$ cat src/rtl/guard_recovery_ctrl_pkg.sv
// Shared guard types: recovery sequencer states, recovery cause record and
// the WAIT_ACK clear re-pulse interval.
package guard_recovery_ctrl_pkg;

  typedef enum logic [2:0] {
    ST_IDLE,
    ST_ISOLATE,
    ST_RESET,
    ST_SETTLE,
    ST_CLEAR,
    ST_WAIT_ACK
  } recov_state_e;

  typedef struct packed {
    logic wr;
    logic rd;
  } cause_t;

  localparam int unsigned ClearRetryCycles = 4;

endpackage

$ cat src/rtl/guard_recovery_ctrl_if.sv
// Signal bundle between the read/write guards, the slave isolator, the config
// registers and the recovery sequencer.
interface guard_recovery_ctrl_if #(
  parameter int unsigned RstCntWidth = 8,
  parameter int unsigned EvtCntWidth = 16
);
  import guard_recovery_ctrl_pkg::*;

  logic                   rd_reset_req_i;
  logic                   wr_reset_req_i;
  logic                   isolated_i;
  logic [RstCntWidth-1:0] rst_hold_i;
  logic                   irq_en_i;
  logic                   irq_clr_i;
  logic                   isolate_o;
  logic                   slv_rst_no;
  logic                   reset_clear_o;
  logic                   busy_o;
  cause_t                 cause_o;
  logic                   iso_timeout_o;
  logic [EvtCntWidth-1:0] evt_cnt_o;
  logic                   irq_o;
  recov_state_e           state_o;

  // isolate_o/isolated_i are a level request/ack pair: isolate_o stays high for
  // the whole recovery, isolated_i is only looked at while waiting for isolation,
  // and reset requests are held until reset_clear_o has been seen.
  modport slave (
    input  rd_reset_req_i, wr_reset_req_i, isolated_i, rst_hold_i, irq_en_i, irq_clr_i,
    output isolate_o, slv_rst_no, reset_clear_o, busy_o, cause_o, iso_timeout_o,
           evt_cnt_o, irq_o, state_o
  );

  modport master (
    output rd_reset_req_i, wr_reset_req_i, isolated_i, rst_hold_i, irq_en_i, irq_clr_i,
    input  isolate_o, slv_rst_no, reset_clear_o, busy_o, cause_o, iso_timeout_o,
           evt_cnt_o, irq_o, state_o
  );

endinterface

$ cat src/rtl/guard_recovery_ctrl_sat_counter.sv
// Saturating increment counter: holds at all-ones instead of wrapping.
module sat_counter #(
  parameter int unsigned Width = 16
) (
  input  logic             clk_i,
  input  logic             rst_ni,
  input  logic             inc_i,
  output logic [Width-1:0] q_o
);

  logic [Width-1:0] r_q;

  always_ff @(posedge clk_i or negedge rst_ni) begin
    if (!rst_ni) begin
      r_q <= '0;
    end else if (inc_i && (r_q != '1)) begin
      r_q <= r_q + Width'(1);
    end
  end

  assign q_o = r_q;

endmodule

$ cat src/rtl/guard_recovery_ctrl.sv
// Slave recovery sequencer: isolate, reset for a programmed hold, settle, then
// clear the guards; records cause, counts recoveries and raises a sticky irq.
module guard_recovery_ctrl
  import guard_recovery_ctrl_pkg::*;
#(
  parameter int unsigned RstCntWidth  = 8,
  parameter int unsigned IsoTimeout   = 256,
  parameter int unsigned SettleCycles = 4,
  parameter int unsigned EvtCntWidth  = 16
) (
  input logic                  clk_i,
  input logic                  rst_ni,
  guard_recovery_ctrl_if.slave bus
);

  localparam int unsigned WaitW   = $clog2(IsoTimeout + 1);
  localparam int unsigned SettleW = $clog2(SettleCycles + 1);
  localparam int unsigned RetryW  = $clog2(ClearRetryCycles);

  recov_state_e           r_state;
  recov_state_e           w_next;
  logic [WaitW-1:0]       r_wait_cnt;
  logic [RstCntWidth-1:0] r_hold_cnt;
  logic [RstCntWidth-1:0] r_hold_tgt;
  logic [SettleW-1:0]     r_settle_cnt;
  logic [RetryW-1:0]      r_retry_cnt;
  logic                   r_busy;
  logic                   r_slv_rst_n;
  logic                   r_clear;
  cause_t                 r_cause;
  logic                   r_iso_to;
  logic                   r_irq;
  cause_t                 w_req_bits;
  logic                   w_req;
  logic                   w_iso_to;
  logic                   w_done;
  logic [EvtCntWidth-1:0] w_evt_cnt;

  assign w_req_bits = '{wr: bus.wr_reset_req_i, rd: bus.rd_reset_req_i};
  assign w_req      = bus.rd_reset_req_i | bus.wr_reset_req_i;
  assign w_iso_to   = (r_wait_cnt == WaitW'(IsoTimeout - 1));
  assign w_done     = (r_state == ST_WAIT_ACK) && !w_req;

  always_comb begin
    w_next = r_state;
    case (r_state)
      ST_IDLE:     if (w_req) w_next = ST_ISOLATE;
      ST_ISOLATE:  if (bus.isolated_i || w_iso_to) w_next = ST_RESET;
      ST_RESET:    if (r_hold_cnt == r_hold_tgt) w_next = ST_SETTLE;
      ST_SETTLE:   if (r_settle_cnt == SettleW'(SettleCycles - 1)) w_next = ST_CLEAR;
      ST_CLEAR:    w_next = ST_WAIT_ACK;
      // Guards still requesting after the retry interval get another clear pulse.
      ST_WAIT_ACK: begin
        if (!w_req) w_next = ST_IDLE;
        else if (r_retry_cnt == RetryW'(ClearRetryCycles - 2)) w_next = ST_CLEAR;
      end
      default:     w_next = ST_IDLE;
    endcase
  end

  always_ff @(posedge clk_i or negedge rst_ni) begin
    if (!rst_ni) begin
      r_state      <= ST_IDLE;
      r_wait_cnt   <= '0;
      r_hold_cnt   <= '0;
      r_hold_tgt   <= '0;
      r_settle_cnt <= '0;
      r_retry_cnt  <= '0;
    end else begin
      r_state      <= w_next;
      r_wait_cnt   <= (r_state == ST_ISOLATE && w_next == ST_ISOLATE) ? r_wait_cnt + WaitW'(1) : '0;
      r_hold_cnt   <= (r_state == ST_RESET && w_next == ST_RESET) ? r_hold_cnt + RstCntWidth'(1) : '0;
      r_settle_cnt <= (r_state == ST_SETTLE && w_next == ST_SETTLE) ? r_settle_cnt + SettleW'(1) : '0;
      r_retry_cnt  <= (r_state == ST_WAIT_ACK && w_next == ST_WAIT_ACK) ? r_retry_cnt + RetryW'(1) : '0;
      // Hold length is frozen on entry; a programmed 0 behaves as 1.
      if (r_state != ST_RESET && w_next == ST_RESET) begin
        r_hold_tgt <= (bus.rst_hold_i == '0) ? '0 : bus.rst_hold_i - RstCntWidth'(1);
      end
    end
  end

  always_ff @(posedge clk_i or negedge rst_ni) begin
    if (!rst_ni) begin
      r_busy      <= 1'b0;
      r_slv_rst_n <= 1'b1;
      r_clear     <= 1'b0;
      r_cause     <= '0;
      r_iso_to    <= 1'b0;
      r_irq       <= 1'b0;
    end else begin
      r_busy      <= (w_next != ST_IDLE);
      r_slv_rst_n <= (w_next != ST_RESET);
      r_clear     <= (w_next == ST_CLEAR);
      if (r_state == ST_IDLE) begin
        if (w_req) r_cause <= w_req_bits;
      end else begin
        r_cause <= cause_t'(r_cause | w_req_bits);
      end
      if (r_state == ST_IDLE && w_req) begin
        r_iso_to <= 1'b0;
      end else if (r_state == ST_ISOLATE && !bus.isolated_i && w_iso_to) begin
        r_iso_to <= 1'b1;
      end
      if (w_done && bus.irq_en_i) r_irq <= 1'b1;
      else if (bus.irq_clr_i)     r_irq <= 1'b0;
    end
  end

  sat_counter #(
    .Width (EvtCntWidth)
  ) u_evt_cnt (
    .clk_i  (clk_i),
    .rst_ni (rst_ni),
    .inc_i  (w_done),
    .q_o    (w_evt_cnt)
  );

  assign bus.isolate_o     = r_busy;
  assign bus.busy_o        = r_busy;
  assign bus.slv_rst_no    = r_slv_rst_n;
  assign bus.reset_clear_o = r_clear;
  assign bus.cause_o       = r_cause;
  assign bus.iso_timeout_o = r_iso_to;
  assign bus.evt_cnt_o     = w_evt_cnt;
  assign bus.irq_o         = r_irq;
  assign bus.state_o       = r_state;

endmodule
$ cat src/flat_wrapper.sv
// flat-port wrapper written by rule: the top's interface ports become plain ports
module guard_recovery_ctrl_flat import guard_recovery_ctrl_pkg::*;
#(
  parameter int unsigned RstCntWidth  = 8,
  parameter int unsigned IsoTimeout   = 256,
  parameter int unsigned SettleCycles = 4,
  parameter int unsigned EvtCntWidth  = 16
)
  (clk_i, rst_ni, bus_rd_reset_req_i, bus_wr_reset_req_i, bus_isolated_i, bus_rst_hold_i, bus_irq_en_i, bus_irq_clr_i, bus_isolate_o, bus_slv_rst_no, bus_reset_clear_o, bus_busy_o, bus_cause_o, bus_iso_timeout_o, bus_evt_cnt_o, bus_irq_o, bus_state_o);
  guard_recovery_ctrl_if #(.RstCntWidth(RstCntWidth), .EvtCntWidth(EvtCntWidth)) bus_i ();
  input logic clk_i;
  input logic rst_ni;
  input wire logic [$bits(bus_i.rd_reset_req_i)-1:0] bus_rd_reset_req_i;
  input wire logic [$bits(bus_i.wr_reset_req_i)-1:0] bus_wr_reset_req_i;
  input wire logic [$bits(bus_i.isolated_i)-1:0] bus_isolated_i;
  input wire logic [$bits(bus_i.rst_hold_i)-1:0] bus_rst_hold_i;
  input wire logic [$bits(bus_i.irq_en_i)-1:0] bus_irq_en_i;
  input wire logic [$bits(bus_i.irq_clr_i)-1:0] bus_irq_clr_i;
  output wire logic [$bits(bus_i.isolate_o)-1:0] bus_isolate_o;
  output wire logic [$bits(bus_i.slv_rst_no)-1:0] bus_slv_rst_no;
  output wire logic [$bits(bus_i.reset_clear_o)-1:0] bus_reset_clear_o;
  output wire logic [$bits(bus_i.busy_o)-1:0] bus_busy_o;
  output wire logic [$bits(bus_i.cause_o)-1:0] bus_cause_o;
  output wire logic [$bits(bus_i.iso_timeout_o)-1:0] bus_iso_timeout_o;
  output wire logic [$bits(bus_i.evt_cnt_o)-1:0] bus_evt_cnt_o;
  output wire logic [$bits(bus_i.irq_o)-1:0] bus_irq_o;
  output wire logic [$bits(bus_i.state_o)-1:0] bus_state_o;
  assign bus_i.rd_reset_req_i = bus_rd_reset_req_i;
  assign bus_i.wr_reset_req_i = bus_wr_reset_req_i;
  assign bus_i.isolated_i = bus_isolated_i;
  assign bus_i.rst_hold_i = bus_rst_hold_i;
  assign bus_i.irq_en_i = bus_irq_en_i;
  assign bus_i.irq_clr_i = bus_irq_clr_i;
  assign bus_isolate_o = bus_i.isolate_o;
  assign bus_slv_rst_no = bus_i.slv_rst_no;
  assign bus_reset_clear_o = bus_i.reset_clear_o;
  assign bus_busy_o = bus_i.busy_o;
  assign bus_cause_o = bus_i.cause_o;
  assign bus_iso_timeout_o = bus_i.iso_timeout_o;
  assign bus_evt_cnt_o = bus_i.evt_cnt_o;
  assign bus_irq_o = bus_i.irq_o;
  assign bus_state_o = bus_i.state_o;
  guard_recovery_ctrl #(.RstCntWidth(RstCntWidth), .IsoTimeout(IsoTimeout), .SettleCycles(SettleCycles), .EvtCntWidth(EvtCntWidth)) u_core (.clk_i(clk_i), .rst_ni(rst_ni), .bus(bus_i));
endmodule
$ cat config.mk
export PLATFORM = sky130hd
export DESIGN_NAME = guard_recovery_ctrl_flat
export DESIGN_NICKNAME = d
export VERILOG_FILES = /design/src/rtl/guard_recovery_ctrl_pkg.sv /design/src/rtl/guard_recovery_ctrl_if.sv /design/src/rtl/guard_recovery_ctrl_sat_counter.sv /design/src/rtl/guard_recovery_ctrl.sv /design/src/flat_wrapper.sv
export SDC_FILE = /design/constraint.sdc
export NUM_CORES = 1
export LEC_CHECK = 0
export CAP_MARGIN = 10
export CORE_MARGIN = 1.5
export CORE_UTILIZATION = 54
export CTS_BUF_LIST = sky130_fd_sc_hd__clkbuf_8 sky130_fd_sc_hd__clkbuf_16
export DETAILED_ROUTE_END_ITERATION = 12
export GPL_TIMING_DRIVEN = 0
export PLACE_DENSITY_LB_ADDON = 0.2
export SYNTH_ARGS = -nofsm -noshare
export SYNTH_HDL_FRONTEND = slang
export SYNTH_SLANG_ARGS = --single-unit
$ cat constraint.sdc
create_clock -name clk_i -period 2.25 [get_ports clk_i]
set_clock_uncertainty 0.1 [all_clocks]
set_input_delay 0.45 -clock clk_i [delete_from_list [all_inputs] [get_ports clk_i]]
set_output_delay 0.45 -clock clk_i [all_outputs]
set_load 0.01 [all_outputs]
# After elaboration in Yosys (flattened, before gate mapping)

Index checks and enable logic that the tools add are counted.

Logic and storage cells: 77
Input port bits: 15
Register bits: 56
Output and inout port bits: 27

Multiplexer cells: 18
Eq/ne operators: 18
Bitwise gates (word level): 2
Reduce and logical (&&, ||, !) cells: 19
Add/sub/neg operators: 6

Operators by type and width:

| cell                                                                | count |
|---|---|
| 3-bit two-way mux                                                   | 7 |
| 3-bit case mux with 6 select lines                                  | 1 |
| 16-bit by 1-bit adder with 16-bit output (second input constant)    | 1 |
| 8-bit two-way mux                                                   | 2 |
| 16-bit != test (second input constant)                              | 1 |
| 3-bit by 2-bit == test with 1-bit output (second input constant)    | 5 |
| 3-bit == test (second input constant)                               | 4 |
| 1-bit logical AND                                                   | 11 |
| 9-bit by 1-bit adder with 9-bit output (second input constant)      | 1 |
| 9-bit by 8-bit == test with 1-bit output (second input constant)    | 1 |
| 9-bit two-way mux                                                   | 1 |
| 8-bit by 1-bit adder with 8-bit output (second input constant)      | 1 |
| 8-bit == test                                                       | 1 |
| 8-bit logical NOT                                                   | 1 |
| 8-bit by 1-bit subtractor with 8-bit output (second input constant) | 1 |
| 3-bit by 1-bit == test with 1-bit output (second input constant)    | 2 |
| 2-bit two-way mux                                                   | 3 |
| 3-bit by 2-bit != test with 1-bit output (second input constant)    | 2 |
| 1-bit two-way mux                                                   | 4 |
| 2-bit nonzero test                                                  | 2 |
| 3-bit by 1-bit adder with 3-bit output (second input constant)      | 1 |
| 3-bit logical NOT                                                   | 1 |
| 3-bit nonzero test                                                  | 1 |
| 2-bit by 1-bit adder with 2-bit output (second input constant)      | 1 |
| other kinds (6)                                                     | 7 |

# Depth between registers and ports, before layout

Gate-level depths: netlist of run 1.

Depth in word-level cells: 7
Mapped depth: 9
Mapped depth without buffers: 9

# Hierarchy

From an unflattened synthesis of run 1, not the netlist that was laid out.

Cells, all modules: 259
Area, all modules: 2800.2 µm²

By module, submodules not included:

| module              | times used | sequential area each (µm²) | cells each | area each (µm²) |
|---|---|---|---|---|
| guard_recovery_ctrl | 1          | 1002.2                     | 187        | 1940.6 |
| sat_counter         | 1          | 400.4                      | 72         | 859.6 |

# Worst setup path before layout of run 1

OpenSTA, ideal clock, no wires.

Path kind: flip-flop to flip-flop
Start point: reg u_core.r_wait_cnt[0]
End point: reg u_core.r_clear, in the netlist u_core.bus.reset_clear_o
Period minus slack after synthesis: 2.051 ns
Required time: 2.030 ns
Cell stages (with the launch flop): 10
Slack: 0.199 ns
Arrival time: 1.831 ns
Library setup time: 0.120 ns
Path buffers: 0
Path through: dfrtp_1 ha_1 nand3_1 nor2_1 and3_1 ha_1 nor2_1 nand2_2 and4_1 and3b_1

Cells in the longest elaborated chain, start to end: 5

RTL lines:

| element                                  | RTL line                  | text |
|---|---|---|
| start, declared                          | guard_recovery_ctrl.sv:22 | `logic [WaitW-1:0] r_wait_cnt;` |
| start signal, assigned                   | guard_recovery_ctrl.sv:71 | `r_wait_cnt <= (r_state == ST_ISOLATE && w_next == ST_ISOLATE) ? r_wait_cnt + WaitW'(1) : '0;` |
| 9-bit by 8-bit == test with 1-bit output | guard_recovery_ctrl.sv:41 | `assign w_iso_to = (r_wait_cnt == WaitW'(IsoTimeout - 1));` |
| 1-bit logical OR                         | guard_recovery_ctrl.sv:48 | `ST_ISOLATE: if (bus.isolated_i \|\| w_iso_to) w_next = ST_RESET;` |
| 3-bit two-way mux                        | guard_recovery_ctrl.sv:48 |  |
| 3-bit case mux with 6 select lines       | guard_recovery_ctrl.sv:46 | `case (r_state)` |
| 3-bit == test                            | guard_recovery_ctrl.sv:93 | `r_clear <= (w_next == ST_CLEAR);` |
| end signal, assigned                     | guard_recovery_ctrl.sv:93 |  |
| end, declared                            | guard_recovery_ctrl.sv:29 | `logic r_clear;` |

Every way passes these cells.
A chain may end at the register's enable or synchronous reset.

# Worst setup path after layout of run 1

Same ends and word-level chain as after synthesis.

==> results of run 1 <==
-- sequential cells by signal, summed over array words and instances, names as in the netlist --
register,flops
u_core.r_wait_cnt,9
u_core.r_retry_cnt,2
u_core.bus.busy_o,1
u_core.bus.slv_rst_no,1
u_core.bus.reset_clear_o,1
u_core.r_hold_cnt,8
u_core.bus.cause_o,2
u_core.u_evt_cnt.q_o,16
u_core.bus.irq_o,1
u_core.bus.iso_timeout_o,1
u_core.bus.state_o,3
u_core.r_settle_cnt,3
u_core.r_hold_tgt,8
-- per-layer routing --
| layer | vias up | global-route usage [%] | routed length (um) |
|---|---|---|---|
| li1 | 1002 | - | - |
| met1 | 984 | 28.2 | 2460 |
| met2 | 34 | 33.8 | 2510 |
| met3 | 4 | 2.81 | 162 |
| met4 | 0 | 6.67 | 43 |
| met5 | - | 0 | 0 |
-- synth_stat cells (2+ instances only) --
cell and count:
nand4_1 8, nor3b_1 3, nand2_1 18, nand3b_1 3
a21oi_1 2, and4_1 4, o21ai_0 8, mux2i_1 2
nor2b_1 3, and3_1 7, a21o_1 4, inv_1 12
buf_4 2, xnor2_1 6, dfrtp_1 55, nor4_2 2
nor2_1 28, nor4_1 3, nor3_1 11, xor2_1 30
o21ai_1 2, nand3_1 15, ha_1 8
-- cell families (layout without fill, tap and decap cells) --
family,after synthesis,in the layout
AND/OR/NAND/NOR,118,118
flip-flops,56,56
XOR/XNOR,36,36
AO/OA/AOI/OAI,22,22
buffers and inverters,16,68
adder cells (fa/ha/maj),8,8
multiplexers,4,4
-- placed cells by master, fill, tap and decap left out, types with 3 or more instances in the layout --
cell,netlist,routed
dfrtp_1,55,55
clkdlybuf4s50_1,0,40
xor2_1,30,30
nor2_1,28,27
nand2_1,18,18
nand3_1,15,14
inv_1,12,12
nor3_1,11,11
nand4_1,8,8
o21ai_0,8,8
and3_1,7,7
ha_1,8,7
xnor2_1,6,6
clkbuf_8,0,6
a21o_1,4,4
buf_4,2,4
nand3b_1,3,3
nor4_1,3,3
and4_1,4,3
nor2b_1,3,3
nor3b_1,3,3
-- repair_timing --
action / CTS / global route
hold buffers: 0 / 0
setup buffers: 0 / 2
setup endpoints to repair: 1 / 11
gates resized for setup: 1 / 6
-- cell type report --
class,count,area share (%)
Clock buffer,6,2.42
Tap cell,67,2.45
Inverter,12,1.32
Timing Repair Buffer,44,12.9
Buffer,4,0.916
Clock inverter,2,0.403
Multi-Input combinational cell,188,38.5
Sequential cell,56,41.1
-- metrics by stage --
step	instances	util [%]	worst slack, ns
after floorplan	260	-	0.199
after global placement	368	67.8	-1.03
after detailed placement	369	68.1	-0.0642
after CTS	377	70.1	0.00804
after global routing	379	70.9	0.0220
final	379	70.9	0.144
-- path summary, 6_finish.rpt --
path / startpoint / endpoint / slack, ns / cells past startpoint
worst max-delay path: u_core.r_wait_cnt[0]$_DFF_PN0_ / u_core.bus.reset_clear_o$_DFF_PN0_ / 0.14 / 9
worst min-delay path: rst_ni / u_core.r_settle_cnt[0]$_DFF_PN0_ / 0.02 / 1
worst max register to register: u_core.r_wait_cnt[0]$_DFF_PN0_ / u_core.bus.reset_clear_o$_DFF_PN0_ / 0.14 / 9
worst min register to register: u_core.r_retry_cnt[0]$_DFF_PN0_ / u_core.r_retry_cnt[0]$_DFF_PN0_ / 0.34 / 1
max in group asynchronous: rst_ni / u_core.r_wait_cnt[0]$_DFF_PN0_ / 1.46 / 2
min in group clk_i: u_core.r_retry_cnt[0]$_DFF_PN0_ / u_core.r_retry_cnt[0]$_DFF_PN0_ / 0.34 / 1
-- power by group --
part	internal (mW)	leakage, nW	switching (mW)
logic	0.348	0.796	0.360
registers	1.15	0.748	0.125
clock network	0.253	0.0516	0.329
==> impl_metrics.py, run 1 <==
metrics = {
    "grt": {
        "grt_pass1_vias": 2024,
        "track_usage_pct": 20.4,
        "antenna_found_initial": 0,
        "grt_pass1_wl_um": 8820,
        "grt_start_max_net_pins": 33,
        "grt.overflow.total": 0,
    },
    "synthesis": {
        "synthSimpleGateAreaFrac_pct": 25.1,
        "synth_edf_count": 0,
        "synth_nets": 283,
        "synth-main-ff-cell": "dfrtp_1",
        "synth_xor_area_share_pct": 11.4,
        "synth_area_leaders": "dfrtp_1 50%, xor2_1 9.5%, nor2_1 3.8%",
        "yosys.area.top_type_share_pct": 49.7,
        "syn_inst": 260,
        "yosysWarnings": 0,
        "async_reset_ff_share_pct": 100,
        "seq_area_frac_synth_pct": 50.6,
        "syn_area_sq_mm": 0.00277,
        "synth_compound_area_share_pct": 4.97,
        "ys_types": 47,
        "postSynthAreaPerCell_sq_um": 10.7,
        "synth_top_family_by_area": "simple AND/OR/NAND/NOR gates",
        "synth_area_leader_cell": "dfrtp_1",
        "synth_mux_area_share_pct": 1.54,
        "synth-seq-cells": 56,
        "synth_fa_ha_area_share_pct": 3.61,
    },
    "sta": {
        "final.setup.tns_ns": 0,
        "hold_violations": 0,
        "whs_ns": 0.0219,
        "period_minus_slack_ns": 2.11,
        "slew_violations": 0,
        "worst_slew_pin_slew_ns": 0.574,
        "rsz0062_at_grt": "no",
        "setup_viol": 0,
        "max_slew_margin_pct": 61.7,
        "min_period_over_period_pct": 93.6,
        "fmax_mhz": 475,
    },
    "power_and_ir_drop": {
        "power_density_mw_per_mm2": 752,
        "p_leak_nw": 1.60,
        "peakVddDrop_mv": 0.454,
        "p_total_mw": 2.57,
    },
    "placement": {
        "io_buffers": 41,
        "place_congestion": 0.811,
        "place_area_sq_mm": 0.00328,
        "dp_hpwl_um": 3730,
    },
    "worst_hold_path": {
        "hp-class": "in -> async",
    },
    "finish": {
        "seq_area_sq_mm": 0.00140,
        "fillers": 387,
        "drive_above_1_share_pct": 11.5,
        "fin_area_sq_mm": 0.00342,
        "syn_to_final_growth_pct": 23.3,
        "multiInputGateArea_sq_mm": 0.00132,
        "nets": 334,
        "n_antenna_cell": 0,
    },
    "routing": {
        "routedWlPerCell_um": 13.7,
        "firstDrtPassIters": 4,
        "drc": 0,
        "drt_wl_total_um": 5180,
        "vias": 2024,
        "first_iter_violations": 87,
        "vias_per_cell": 5.34,
        "antenna_left": 0,
    },
    "floorplan": {
        "start_util_pct": 57.5,
        "fp.dieW_um": 74.6,
        "coreArea_sq_mm": 0.00482,
        "num_rows": 25,
        "die_h_um": 74.6,
        "ios": 42,
        "dieArea_sq_mm": 0.00557,
    },
    "cts": {
        "clock_sinks": 56,
        "h-tree-depth": 2,
        "clockBufferDepth": 2,
        "insertion_delay_ns": 0.31,
        "root_buffer": "clkbuf_8",
        "cts_buffers": 5,
        "cts.clk_slew.worst_paths_ns": 0.10,
        "cts_tree": "done",
    },
    "critical_path": {
        "path_cells": "ha_1 -> nand3_2 -> nor2_1 -> and3_1 -> ha_2 -> nor2_4 -> nand2_4 -> and4_2 -> and3b_1",
        "required_ns": 2.35,
        "crit_arrival_ns": 2.21,
        "crit_family": "simple AND/OR/NAND/NOR gates",
        "end_kind": "flip-flop",
        "critPathMaxFanout": 9,
        "crit_slowest_cell": "dfrtp_1",
        "crit_buf_inv": 0,
        "slowest_delay_ns": 0.42,
        "critPathLaunchType": "flip-flop",
        "critPathKind": "reg -> reg",
    },
    "outcome": {
        "outcome": "finished, final reports clean",
    },
    "flow_run": {
        "maxCapViolCount": 0,
    },
}
Note: power is estimated with default switching activity, not from simulation.
==> run 2, diff against run 1 <==
Settings changed: PLACE_DENSITY set to 0.8, PLACE_DENSITY_LB_ADDON 0.2 to unset.
==> run 2 against run 1 <==
  * Core utilization decreased by 0.23 points
  * Largest power group unchanged
  * Sequential cell count unchanged
  * Hold slack lost 0.020 ns
  * Die area stayed put
  * Combinational power decreased by 1%
  * Register-to-register slack got worse by 0.07 ns
  * Highest routed layer unchanged
  * First-iteration DRC count decreased by 4.6%
  * Cell count down 0.26%
==> impl_metrics.py, run 2 (same netlist as run 1, synthesis figures left out) <==
metrics = {
    "cts": {
        "clock_sinks": 56,
        "cts_hold_buf": 0,
        "clockBufferDepth": 2,
        "root_buffer": "clkbuf_8",
        "insertion_delay_ns": 0.31,
        "cts_buffers": 5,
        "cts_tree": "done",
        "cts.clk_slew.worst_paths_ns": 0.10,
        "h-tree-depth": 2,
    },
    "power_and_ir_drop": {
        "p_leak_nw": 1.58,
        "power_density_mw_per_mm2": 770,
        "peakVddDrop_mv": 0.477,
    },
    "critical_path": {
        "r2r_end": "u_core.bus.reset_clear_o$_DFF_PN0_",
        "crit_arrival_ns": 2.27,
        "crit_top_cell": "ha_1",
        "crit_slowest_cell": "dfrtp_1",
        "slowest_delay_ns": 0.42,
        "reg2reg_depth": 9,
        "path_cells": "ha_1 -> nand3_1 -> nor2_1 -> and3_1 -> ha_1 -> nor2_2 -> nand2_2 -> and4_1 -> and3b_1",
        "required_ns": 2.34,
        "crit_path_start": "u_core.r_wait_cnt[0]$_DFF_PN0_",
        "end_kind": "flip-flop",
        "critPathMaxFanout": 4,
        "critPathLaunchType": "flip-flop",
        "worst-r2r-setup-slack_ns": 0.07,
        "reg2reg_from": "u_core.r_wait_cnt[0]$_DFF_PN0_",
        "critPathKind": "reg -> reg",
    },
    "placement": {
        "place_congestion": 0.790,
        "io_buffers": 41,
        "dp_hpwl_um": 3930,
        "place_area_sq_mm": 0.00328,
    },
    "routing": {
        "vias": 2030,
        "firstDrtPassIters": 4,
        "first_iter_violations": 83,
        "drc": 0,
        "antenna_left": 0,
        "drt_wl_total_um": 5220,
        "routedWlPerCell_um": 13.8,
        "vias_per_cell": 5.37,
    },
    "grt": {
        "grt_start_max_net_pins": 35,
        "grt_pass1_wl_um": 8830,
        "grt.overflow.total": 0,
        "antenna_found_initial": 0,
        "grt_pass1_vias": 1926,
        "track_usage_pct": 21.1,
    },
    "flow_run": {
        "maxCapViolCount": 0,
    },
    "sta": {
        "period_minus_slack_ns": 2.18,
        "fmax_mhz": 459,
        "worst_slew_pin_slew_ns": 0.526,
        "slew_violations": 0,
        "min_period_over_period_pct": 96.9,
        "hold_violations": 0,
        "setup_viol": 0,
        "max_slew_margin_pct": 64.9,
    },
    "finish": {
        "utilization_pct": 70.7,
        "syn_to_final_growth_pct": 22.9,
        "drive_above_1_share_pct": 10.3,
        "largest_reg_flops": 16,
        "nets": 333,
        "n_antenna_cell": 0,
        "layout_commonest_cell": "dfrtp_1",
        "final_cell_mix": "55 x dfrtp_1, 40 x clkdlybuf4s50_1, 30 x xor2_1",
        "fillers": 392,
        "fin_area_sq_mm": 0.00340,
    },
    "worst_hold_path": {
        "hp-class": "in -> async",
    },
    "floorplan": {
        "coreArea_sq_mm": 0.00482,
        "ios": 42,
        "start_util_pct": 57.5,
        "num_rows": 25,
        "die_h_um": 74.6,
        "dieArea_sq_mm": 0.00557,
        "fp.dieW_um": 74.6,
    },
    "outcome": {
        "outcome": "finished, final reports clean",
    },
}
==> run 2: cell types whose count changed in the layout (fill, tap and decap cells not counted), sizes merged <==
cell	before	now
clkbuf	6	5
buf	8	7
bufinv	0	1
inv	13	12
clkinvlp	0	1
==> run 2: worst max-delay path by stage <==
stage	slack, ns	end
5_1_grt	-0.04	u_core.r_hold_tgt[2]$_DFFE_PN0P_
2_1_floorplan	0.20	u_core.bus.reset_clear_o$_DFF_PN0_
3_3_place_gp	-1.04	u_core.u_evt_cnt.q_o[7]$_DFFE_PN0P_
6_report	0.07	u_core.bus.reset_clear_o$_DFF_PN0_
3_5_place_dp	-0.07	u_core.r_hold_tgt[6]$_DFFE_PN0P_
4_1_cts	0.03	u_core.bus.busy_o$_DFF_PN0_
==> run 2: repair_timing <==
| action | 4_1_cts | 5_1_grt |
|---|---|---|
| gates resized for setup | 0 | 2 |
| setup buffers | 1 | 0 |
| endpoints found under the setup margin | 1 | 9 |
| pin swaps | 0 | 1 |
| hold endpoints to repair | 0 | 0 |
==> run 2: power breakdown <==
group,switching [mW],internal [mW]
Clock,0.323,0.330
Sequential,0.116,1.15
Combinational,0.360,0.338
Total,0.799,1.82
==> run 2: worst max-delay path, delay by kind of cell, from the launching register on <==
family,cells,cell delay [ns]
simple gates,7,1.08
flops,1,0.42
fa+ha+maj,2,0.47
==> run 2: metal layers <==
metal / up-vias / track usage [%] / wire, um
met3: 4 / 6.16 / 196
li1: 1003 / - / -
met1: 981 / 28.9 / 2430
met4: 0 / 5.86 / 53
met2: 42 / 32.9 / 2540
met5: - / 0 / 0
==> run 2: area by class of cell <==
cell class / count / area (sq um) / share of cell area (%)
Buffer: 4 / 31.3 / 0.919
Clock buffer: 5 / 68.8 / 2.02
Clock inverter: 3 / 42.5 / 1.25
Tap cell: 67 / 83.8 / 2.46
Inverter: 12 / 45.0 / 1.32
Multi-Input combinational cell: 188 / 1300 / 38.1
Sequential cell: 56 / 1400 / 41.2
Timing Repair Buffer: 43 / 433 / 12.7
==> run 2: per-stage QoR <==
| stage | TNS (ns) | setup slack (ns) | power, mW | hold WS, ns | instances |
|---|---|---|---|---|---|
| 4_1_cts | 0 | 0.0338 | 2.63 | 0.0130 | 378 |
| 3_5_place_dp | -0.125 | -0.0749 | 1.98 | 0.324 | 369 |
| 3_3_place_gp | -57.72 | -1.04 | 1.95 | 0.313 | 368 |
| 6_report | 0 | 0.0694 | 2.62 | 0.00166 | 378 |
| 2_1_floorplan | 0 | 0.199 | 1.71 | 0.0544 | 260 |
| 5_1_grt | -0.208 | -0.0400 | 2.78 | 0.0398 | 378 |
==> run 3, diff against run 2 <==
Settings changed: CTS_BUF_LIST sky130_fd_sc_hd__clkbuf_8 sky130_fd_sc_hd__clkbuf_16 to unset, PLACE_DENSITY 0.8 to unset, PLACE_DENSITY_LB_ADDON set to 0.3.
==> run 3 against run 2 <==
  * Wire length is 8.1% higher
  * Power down 1.8%
  * Cell count unchanged
  * Fmax rose by 1.0%
  * First-iteration DRC count up 84%
  * Clock-buffer cell count is the same
  * Final area about the same
  * Critical path depth stayed put
  * Sequential power barely moved
  * Critical path type unchanged
  * Highest routed layer unchanged
==> impl_metrics.py, run 3 (same netlist as run 1, synthesis figures left out) <==
metrics = {
    "outcome": {
        "outcome": "finished, final reports clean",
    },
    "power_and_ir_drop": {
        "peakVddDrop_mv": 0.521,
        "p_leak_nw": 1.58,
        "p_total_mw": 2.57,
        "power_density_mw_per_mm2": 757,
    },
    "floorplan": {
        "fp.dieW_um": 74.6,
        "die_h_um": 74.6,
        "dieArea_sq_mm": 0.00557,
        "start_util_pct": 57.5,
        "num_rows": 25,
        "coreArea_sq_mm": 0.00482,
        "ios": 42,
    },
    "routing": {
        "drt_wl_total_um": 5640,
        "first_iter_violations": 153,
        "vias": 2056,
        "drc": 0,
        "routedWlPerCell_um": 14.9,
        "vias_per_cell": 5.44,
        "firstDrtPassIters": 5,
        "antenna_left": 0,
    },
    "cts": {
        "root_buffer": "clkbuf_8",
        "cts_buffers": 5,
        "clock_sinks": 56,
        "cts_hold_buf": 0,
        "h-tree-depth": 2,
        "cts_tree": "done",
        "insertion_delay_ns": 0.32,
        "clockBufferDepth": 2,
        "cts.clk_slew.worst_paths_ns": 0.11,
    },
    "grt": {
        "grt_pass1_wl_um": 9480,
        "grt_start_max_net_pins": 31,
        "track_usage_pct": 22.7,
        "grt.overflow.total": 0,
        "grt_pass1_vias": 2006,
        "antenna_found_initial": 0,
    },
    "placement": {
        "dp_hpwl_um": 4070,
        "io_buffers": 41,
        "place_congestion": 0.843,
    },
    "finish": {
        "final_cell_mix": "55 x dfrtp_1, 40 x clkdlybuf4s50_1, 30 x xor2_1",
        "drive_above_1_share_pct": 10.9,
        "seq_area_sq_mm": 0.00140,
        "multiInputGateArea_sq_mm": 0.00131,
        "n_antenna_cell": 0,
        "fillers": 379,
        "nets": 333,
        "utilization_pct": 70.6,
        "largest_reg_flops": 16,
        "layout_commonest_cell": "dfrtp_1",
        "syn_to_final_growth_pct": 22.8,
    },
    "sta": {
        "worst_slew_pin_slew_ns": 0.640,
        "fmax_mhz": 463,
        "period_minus_slack_ns": 2.16,
        "setup_viol": 0,
        "final.setup.tns_ns": 0,
        "hold_violations": 0,
        "whs_ns": 0.0403,
        "max_slew_margin_pct": 57.3,
        "slew_violations": 0,
        "min_period_over_period_pct": 95.9,
    },
    "critical_path": {
        "end_kind": "flip-flop",
        "worst-r2r-setup-slack_ns": 0.09,
        "critPathLaunchType": "flip-flop",
        "reg2reg_depth": 9,
        "critPathMaxFanout": 4,
        "required_ns": 2.37,
        "crit_arrival_ns": 2.28,
        "critPathKind": "reg -> reg",
    },
    "worst_hold_path": {
        "hp-class": "in -> async",
    },
    "flow_run": {
        "maxCapViolCount": 0,
    },
}
run 3: metrics by stage:
stage / instances / setup WS [ns] / cell area [sq um]
final: 378 / 0.0911 / 3400
after global routing: 378 / -0.00153 / 3400
after CTS: 378 / 0.00851 / 3380
after detailed placement: 369 / -0.178 / 3280
after global placement: 368 / -1.09 / 3260
after floorplan: 260 / 0.199 / 2770
run 3: cell type report:
class                   count  share of cell area, %
repair buffers             43                   12.7
inverters                  12                   1.32
flip-flops and latches     56                   41.2
clock inverters             3                  0.736
clock buffers               5                   2.02
well taps                  67                   2.46
multi-input cells         188                   38.5
plain buffers               4                  0.993
run 3: final timing paths:
check                                                  from                                   to
setup / recovery             u_core.r_wait_cnt[0]$_DFF_PN0_   u_core.bus.reset_clear_o$_DFF_PN0_
hold / removal                                       rst_ni       u_core.r_wait_cnt[4]$_DFF_PN0_
setup reg to reg             u_core.r_wait_cnt[0]$_DFF_PN0_   u_core.bus.reset_clear_o$_DFF_PN0_
hold reg to reg            u_core.r_settle_cnt[0]$_DFF_PN0_     u_core.r_settle_cnt[0]$_DFF_PN0_
max in group asynchronous                            rst_ni  u_core.u_evt_cnt.q_o[6]$_DFFE_PN0P_
min in group clk_i         u_core.r_settle_cnt[0]$_DFF_PN0_     u_core.r_settle_cnt[0]$_DFF_PN0_
run 3: worst max-delay path: stages (launching register included):
cell and delay (ns):
dfrtp_1 0.42, ha_1 0.23, nand3_1 0.13, nor2_2 0.07, and3_1 0.19, ha_2 0.22
nor2_2 0.19, nand2_2 0.09, and4_1 0.25, and3b_1 0.18
run 3: repair_timing:
| action | in CTS | in global routing |
|---|---|---|
| setup buffers | 1 | 0 |
| endpoints found under the hold margin | 0 | 0 |
| endpoints found under the setup margin | 1 | 9 |
| gates resized for setup | 0 | 7 |
run 3: where the power goes:
| group | total, mW | internal, mW | switching [mW] | leakage (nW) |
|---|---|---|---|---|
| logic | 0.718 | 0.343 | 0.374 | 0.784 |
| registers | 1.27 | 1.15 | 0.118 | 0.748 |
| clock network | 0.584 | 0.228 | 0.356 | 0.0452 |
| total | 2.57 | 1.73 | 0.849 | 1.58 |
run 3: layer usage:
metal	part of all wire (%)	wire (um)	global-route usage, %	vias to the layer above
met5	0	0	0	-
met2	49	2770	37.1	43
met1	46	2590	31.0	1011
met4	1.1	61	7.88	0
met3	3.8	215	3.88	4
li1	-	-	-	998
